--- config.mk ---
export PLATFORM = sky130hd
export DESIGN_NAME = sha256_round_rewind
export DESIGN_NICKNAME = d
export VERILOG_FILES = /design/src/rtl/sha256_round_rewind.sv
export SDC_FILE = /design/constraint.sdc
export NUM_CORES = 1
export LEC_CHECK = 0
export CORE_MARGIN = 8
export CORE_UTILIZATION = 48
export DETAILED_ROUTE_END_ITERATION = 6
export PLACE_DENSITY = 0.82
export SKIP_CTS_REPAIR_TIMING = 1
export SLEW_MARGIN = 15
export SYNTH_ARGS = -nofsm -noshare
export SYNTH_HDL_FRONTEND = slang
export SYNTH_SLANG_ARGS = --single-unit
--- constraint.sdc ---
create_clock -name clk -period 7.95 [get_ports clk]
set_input_delay 0.795 -clock clk [delete_from_list [all_inputs] [get_ports clk]]
set_output_delay 0.795 -clock clk [all_outputs]
set_load 0.005 [all_outputs]
--- src/rtl/sha256_round_rewind.sv ---
// Iterative SHA-256 round inverter: undoes one compression round per accepted kw beat.
// Optional final-state comparator enabled by defining SHA256_REWIND_MATCH_EN.
module sha256_round_rewind #(
  parameter int unsigned CNT_W = 7
) (
  input  logic             clk,
  input  logic             rst_n,
  input  logic             start,
  input  logic [255:0]     state_in,
  input  logic [CNT_W-1:0] num_rounds,
  input  logic [31:0]      kw,
  input  logic             kw_valid,
  output logic             kw_ready,
  output logic             busy,
  output logic [255:0]     state_out,
  output logic             done
`ifdef SHA256_REWIND_MATCH_EN
  ,
  input  logic [255:0]     match_state,
  output logic             match
`endif
);

  typedef enum logic [1:0] {StIdle, StRun, StDone} fsm_e;

  fsm_e             fsm_q, fsm_d;
  logic [255:0]     st_q, st_d;
  logic [CNT_W-1:0] cnt_q, cnt_d;
  logic [CNT_W-1:0] nr_clamped;
  logic             xfer;
  logic [255:0]     prev;

  function automatic logic [31:0] rotr(input logic [31:0] x, input int unsigned n);
    return (x >> n) | (x << (32 - n));
  endfunction

  function automatic logic [31:0] bsig0(input logic [31:0] x);
    return rotr(x, 2) ^ rotr(x, 13) ^ rotr(x, 22);
  endfunction

  function automatic logic [31:0] bsig1(input logic [31:0] x);
    return rotr(x, 6) ^ rotr(x, 11) ^ rotr(x, 25);
  endfunction

  assign nr_clamped = (num_rounds > CNT_W'(64)) ? CNT_W'(64) : num_rounds;
  assign xfer       = (fsm_q == StRun) && kw_valid;

  // Inverse round: the shifted words come straight back, only d and h need arithmetic.
  always_comb begin
    logic [31:0] na, nb, nc, nd, ne, nf, ng, nh;
    logic [31:0] pa, pb, pc, pd, pe, pf, pg, ph;
    logic [31:0] t1, t2;
    {na, nb, nc, nd, ne, nf, ng, nh} = st_q;
    pa = nb;
    pb = nc;
    pc = nd;
    pe = nf;
    pf = ng;
    pg = nh;
    t2 = bsig0(pa) + ((pa & pb) ^ (pa & pc) ^ (pb & pc));
    t1 = na - t2;
    pd = ne - t1;
    ph = t1 - bsig1(pe) - ((pe & pf) ^ (~pe & pg)) - kw;
    prev = {pa, pb, pc, pd, pe, pf, pg, ph};
  end

  always_ff @(posedge clk) begin
    if (!rst_n) begin
      fsm_q <= StIdle;
    end else begin
      fsm_q <= fsm_d;
    end
  end

  always_comb begin
    fsm_d = fsm_q;
    unique case (fsm_q)
      StIdle: begin
        if (start) begin
          fsm_d = (nr_clamped == '0) ? StDone : StRun;
        end
      end
      StRun: begin
        if (xfer && (cnt_q == CNT_W'(1))) begin
          fsm_d = StDone;
        end
      end
      StDone:  fsm_d = StIdle;
      default: fsm_d = StIdle;
    endcase
  end

  always_comb begin
    kw_ready  = (fsm_q == StRun);
    busy      = (fsm_q == StRun) || (fsm_q == StDone);
    done      = (fsm_q == StDone);
    state_out = st_q;
  end

  always_comb begin
    st_d  = st_q;
    cnt_d = cnt_q;
    if ((fsm_q == StIdle) && start) begin
      st_d  = state_in;
      cnt_d = nr_clamped;
    end else if (xfer) begin
      st_d  = prev;
      cnt_d = cnt_q - CNT_W'(1);
    end
  end

  always_ff @(posedge clk) begin
    if (!rst_n) begin
      st_q  <= '0;
      cnt_q <= '0;
    end else begin
      st_q  <= st_d;
      cnt_q <= cnt_d;
    end
  end

`ifdef SHA256_REWIND_MATCH_EN
  logic match_q;

  // Evaluated on the edge entering DONE so it lines up with the done pulse.
  always_ff @(posedge clk) begin
    if (!rst_n) begin
      match_q <= 1'b0;
    end else if ((fsm_d == StDone) && (fsm_q != StDone)) begin
      match_q <= (st_d == match_state);
    end else begin
      match_q <= 1'b0;
    end
  end

  assign match = match_q;
`endif

endmodule

==> qor.csv <==
stage,metric,value,unit
floorplan,Placeable Area,42800,um^2
synthesis,yosys warns,0,
critical_path,worst reg-to-reg path cell count,33,
global_routing,GR Overflow Total,0,
global_routing,largest net degree at the start of global routing,214,
detailed_routing,routed len/inst,25.6,um
clock_network,maximum root-to-sink buffer count,3,
floorplan,Total Die Area,50000,um^2
synthesis,library cell occupying the most area in the post-synthesis netlist,sky130_fd_sc_hd__dfxtp_1,
detailed_routing,Detailed Routing Iterations Pass 1,6,
global_routing,antenna violations before repair,10,
floorplan,effective utilization at floorplan,48.4,%
layout,total number of nets in the final design,3472,
synthesis,fraction of registers with async set or reset after synthesis,0,%
synthesis,most used flip-flop cell after synthesis,sky130_fd_sc_hd__dfxtp_1,
global_routing,GR Util All Layers,34.6,%
layout,most used cells in the layout excluding fill and tap cells,"sky130_fd_sc_hd__clkdlybuf4s50_1, sky130_fd_sc_hd__nand2_1, sky130_fd_sc_hd__dfxtp_1",
synthesis,netlist area before placement,20700,um^2
detailed_routing,Final ANT Viol Nets,0,
layout,fin cells,3555,
run,total of max-cap violations,0,
worst_hold_path,hold path depth,2,
placed_design,Placer Congestion,0.987,
detailed_routing,total number of vias,21300,
synthesis,cells taking the most area after synthesis,"sky130_fd_sc_hd__dfxtp_1, sky130_fd_sc_hd__fa_1, sky130_fd_sc_hd__nand2_1, sky130_fd_sc_hd__xnor2_1, sky130_fd_sc_hd__ha_1",
outcome,outcome,completed,
global_routing,wire length of the first global-routing pass,134000,um
critical_path,CP max FO,9,
detailed_routing,DRT Wirelength,91100,um
synthesis,distinct cell type count after synthesis,70,
worst_hold_path,hold crit path type,reg -> reg,
detailed_routing,post-detailed-route DRC marker count,0,
global_routing,number of global-route vias before repair,20900,
timing,Finish-stage setup viols,0,
critical_path,cell with the largest stage delay on the worst path,sky130_fd_sc_hd__fa_1,
clock_network,H-Tree Level Count,1,
floorplan,chip width,224,um
critical_path,worst setup path class,reg -> reg,
floorplan,Die H,224,um
timing,max-slew violation count,0,
detailed_routing,violation count after the first detailed-routing iteration,2537,
synthesis,gate count after technology mapping,2579,
placed_design,total placed cells including tap cells,3490,
critical_path,Max stage delay on crit path,0.49,ns
synthesis,share of the synthesized area in the top cell type,25.6,%
timing,unrepaired setup endpoints after global routing,no,
critical_path,setup slack of the most critical reg-to-reg path,0.59,ns
critical_path,endpoint of the worst-slack reg-to-reg timing path,state_out[31],
critical_path,Critical Path Start Type,register,
timing,final period utilization,92.6,%
placed_design,pre-CTS setup slack,0.473,ns
critical_path,arrival time reported for the critical path endpoint,7.77,ns
clock_network,TritonCTS clock tree,yes,
placed_design,Port Buf Inserts,557,
timing,hold violation total from the final report,0,
timing,worst setup margin,0.592,ns
worst_hold_path,Worst Min Path Start,state_out[46],
layout,Area growth syn-to-layout,32.0,%
synthesis,Synth Net Count,3073,
critical_path,Worst Setup End Kind,register,
layout,"leading cell type in the layout, fill and taps excluded",sky130_fd_sc_hd__clkdlybuf4s50_1,
clock_network,worst-skew pair later-pin latency,0.59,ns
layout,fraction of layout cells with a size suffix above 1,4.53,%
timing,shortest clock period the worst path allows after layout,7.36,ns
clock_network,Clock Pin Slew Worst Setup and Hold Paths,0.07,ns
placed_design,estimated wirelength of the detail-placed design,70700,um
timing,clock skew,0.0151,ns
timing,tightest slew margin relative to the limit,23.3,%
worst_hold_path,capture endpoint of the worst hold path,state_out[78],
clock_network,number of buffers created by CTS,31,
clock_network,Root Buffer,sky130_fd_sc_hd__clkbuf_16,
clock_network,clock sink count,265,
floorplan,top-level port count,558,
detailed_routing,DR vias/cell,6.00,
timing,Fmax,0.136,GHz
critical_path,source of the worst register-to-register timing path,state_out[214],
synthesis,number of synthesized register bits,265,
synthesis,Mean Syn Cell Area,8.02,um^2
timing,setup tns final,0,ns
synthesis,portion of the post-synthesis area used by sequential elements,25.6,%
timing,Least-Margin Pin Slew,1.15,ns
synthesis,"EDFF count, synth",0,
floorplan,number of placement rows,76,
critical_path,required time at the worst-slack endpoint,8.37,ns
==> Yosys cell counts, drive strengths merged, types with 39 or more instances <==
cell,count
nor2,179
xnor2,183
o211ai,51
xor2,39
a21o,47
nand2,466
o21ai,69
o211a,110
dfxtp,265
ha,101
inv,194
fa,94
a311oi,119
nand3,84
clkbuf,201
a21oi,107
==> sequential cells by signal, summed over array words and instances, names as in the netlist <==
name / cells
fsm_q: 2
cnt_q: 7
state_out: 256
==> final cells by class <==
type	instances	area [um^2]
flip-flops and latches	265	5310
repair buffers	579	5750
clock buffers	43	881
fillers	3623	15500
inverters	194	731
well taps	546	683
multi-input cells	1907	13800
clock inverters	14	131
diodes	7	17.5
==> metrics by stage <==
| stage | hold slack [ns] | cell area, um^2 | utilization [%] |
|---|---|---|---|
| floorplan | 0.474 | 20700 | - |
| CTS | 0.515 | 27300 | 63.8 |
| global route | 0.535 | 27300 | 63.8 |
| global placement | 0.488 | 26300 | 61.4 |
| finish | 0.516 | 27300 | 63.9 |
| detailed placement | 0.504 | 26300 | 61.4 |
==> how the worst max path moves through the flow <==
stage	to	cells after the start	start
final	state_out[31]	33	state_out[214]
after global routing	state_out[29]	33	state_out[214]
after CTS	state_out[31]	32	state_out[214]
after detailed placement	state_out[31]	32	state_out[214]
after global placement	state_out[29]	32	state_out[214]
after floorplan	state_out[29]	33	state_out[214]
==> kinds of logic (layout without fill, tap and decap cells) <==
kind of cell,count (synthesis),count (layout),share of synthesized area [%]
other,0,7,0
buffers and inverters,407,830,7.67
adder cells (fa/ha/maj),226,226,16.7
AND/OR/NAND/NOR,828,828,16.7
XOR/XNOR,222,222,9.40
multiplexers,34,34,1.84
AO/OA/AOI/OAI,597,597,22.1
flip-flops,265,265,25.6
==> critical path, delay by kind of cell (launching register included) <==
kind / cells / cell delay [ns]
AOI/OAI and AO/OA: 16 / 2.57
adders and majority gates: 5 / 1.98
xor gates and xnor gates: 5 / 0.94
and+or+nand+nor: 4 / 0.85
DFF: 1 / 0.43
buffers and inverters: 3 / 0.42
==> layer usage <==
| metal | up-vias | GRT usage [%] | wire length (um) |
|---|---|---|---|
| met1 | 10200 | 43.4 | 35800 |
| met2 | 1245 | 56.5 | 41600 |
| met5 | - | 0 | 53 |
| li1 | 9639 | - | - |
| met3 | 223 | 9.05 | 9740 |
| met4 | 8 | 13.5 | 3880 |
Power is left out: the tool's default activity adds up to more than one toggle a clock period on the data nets, which glitch-free logic cannot reach.
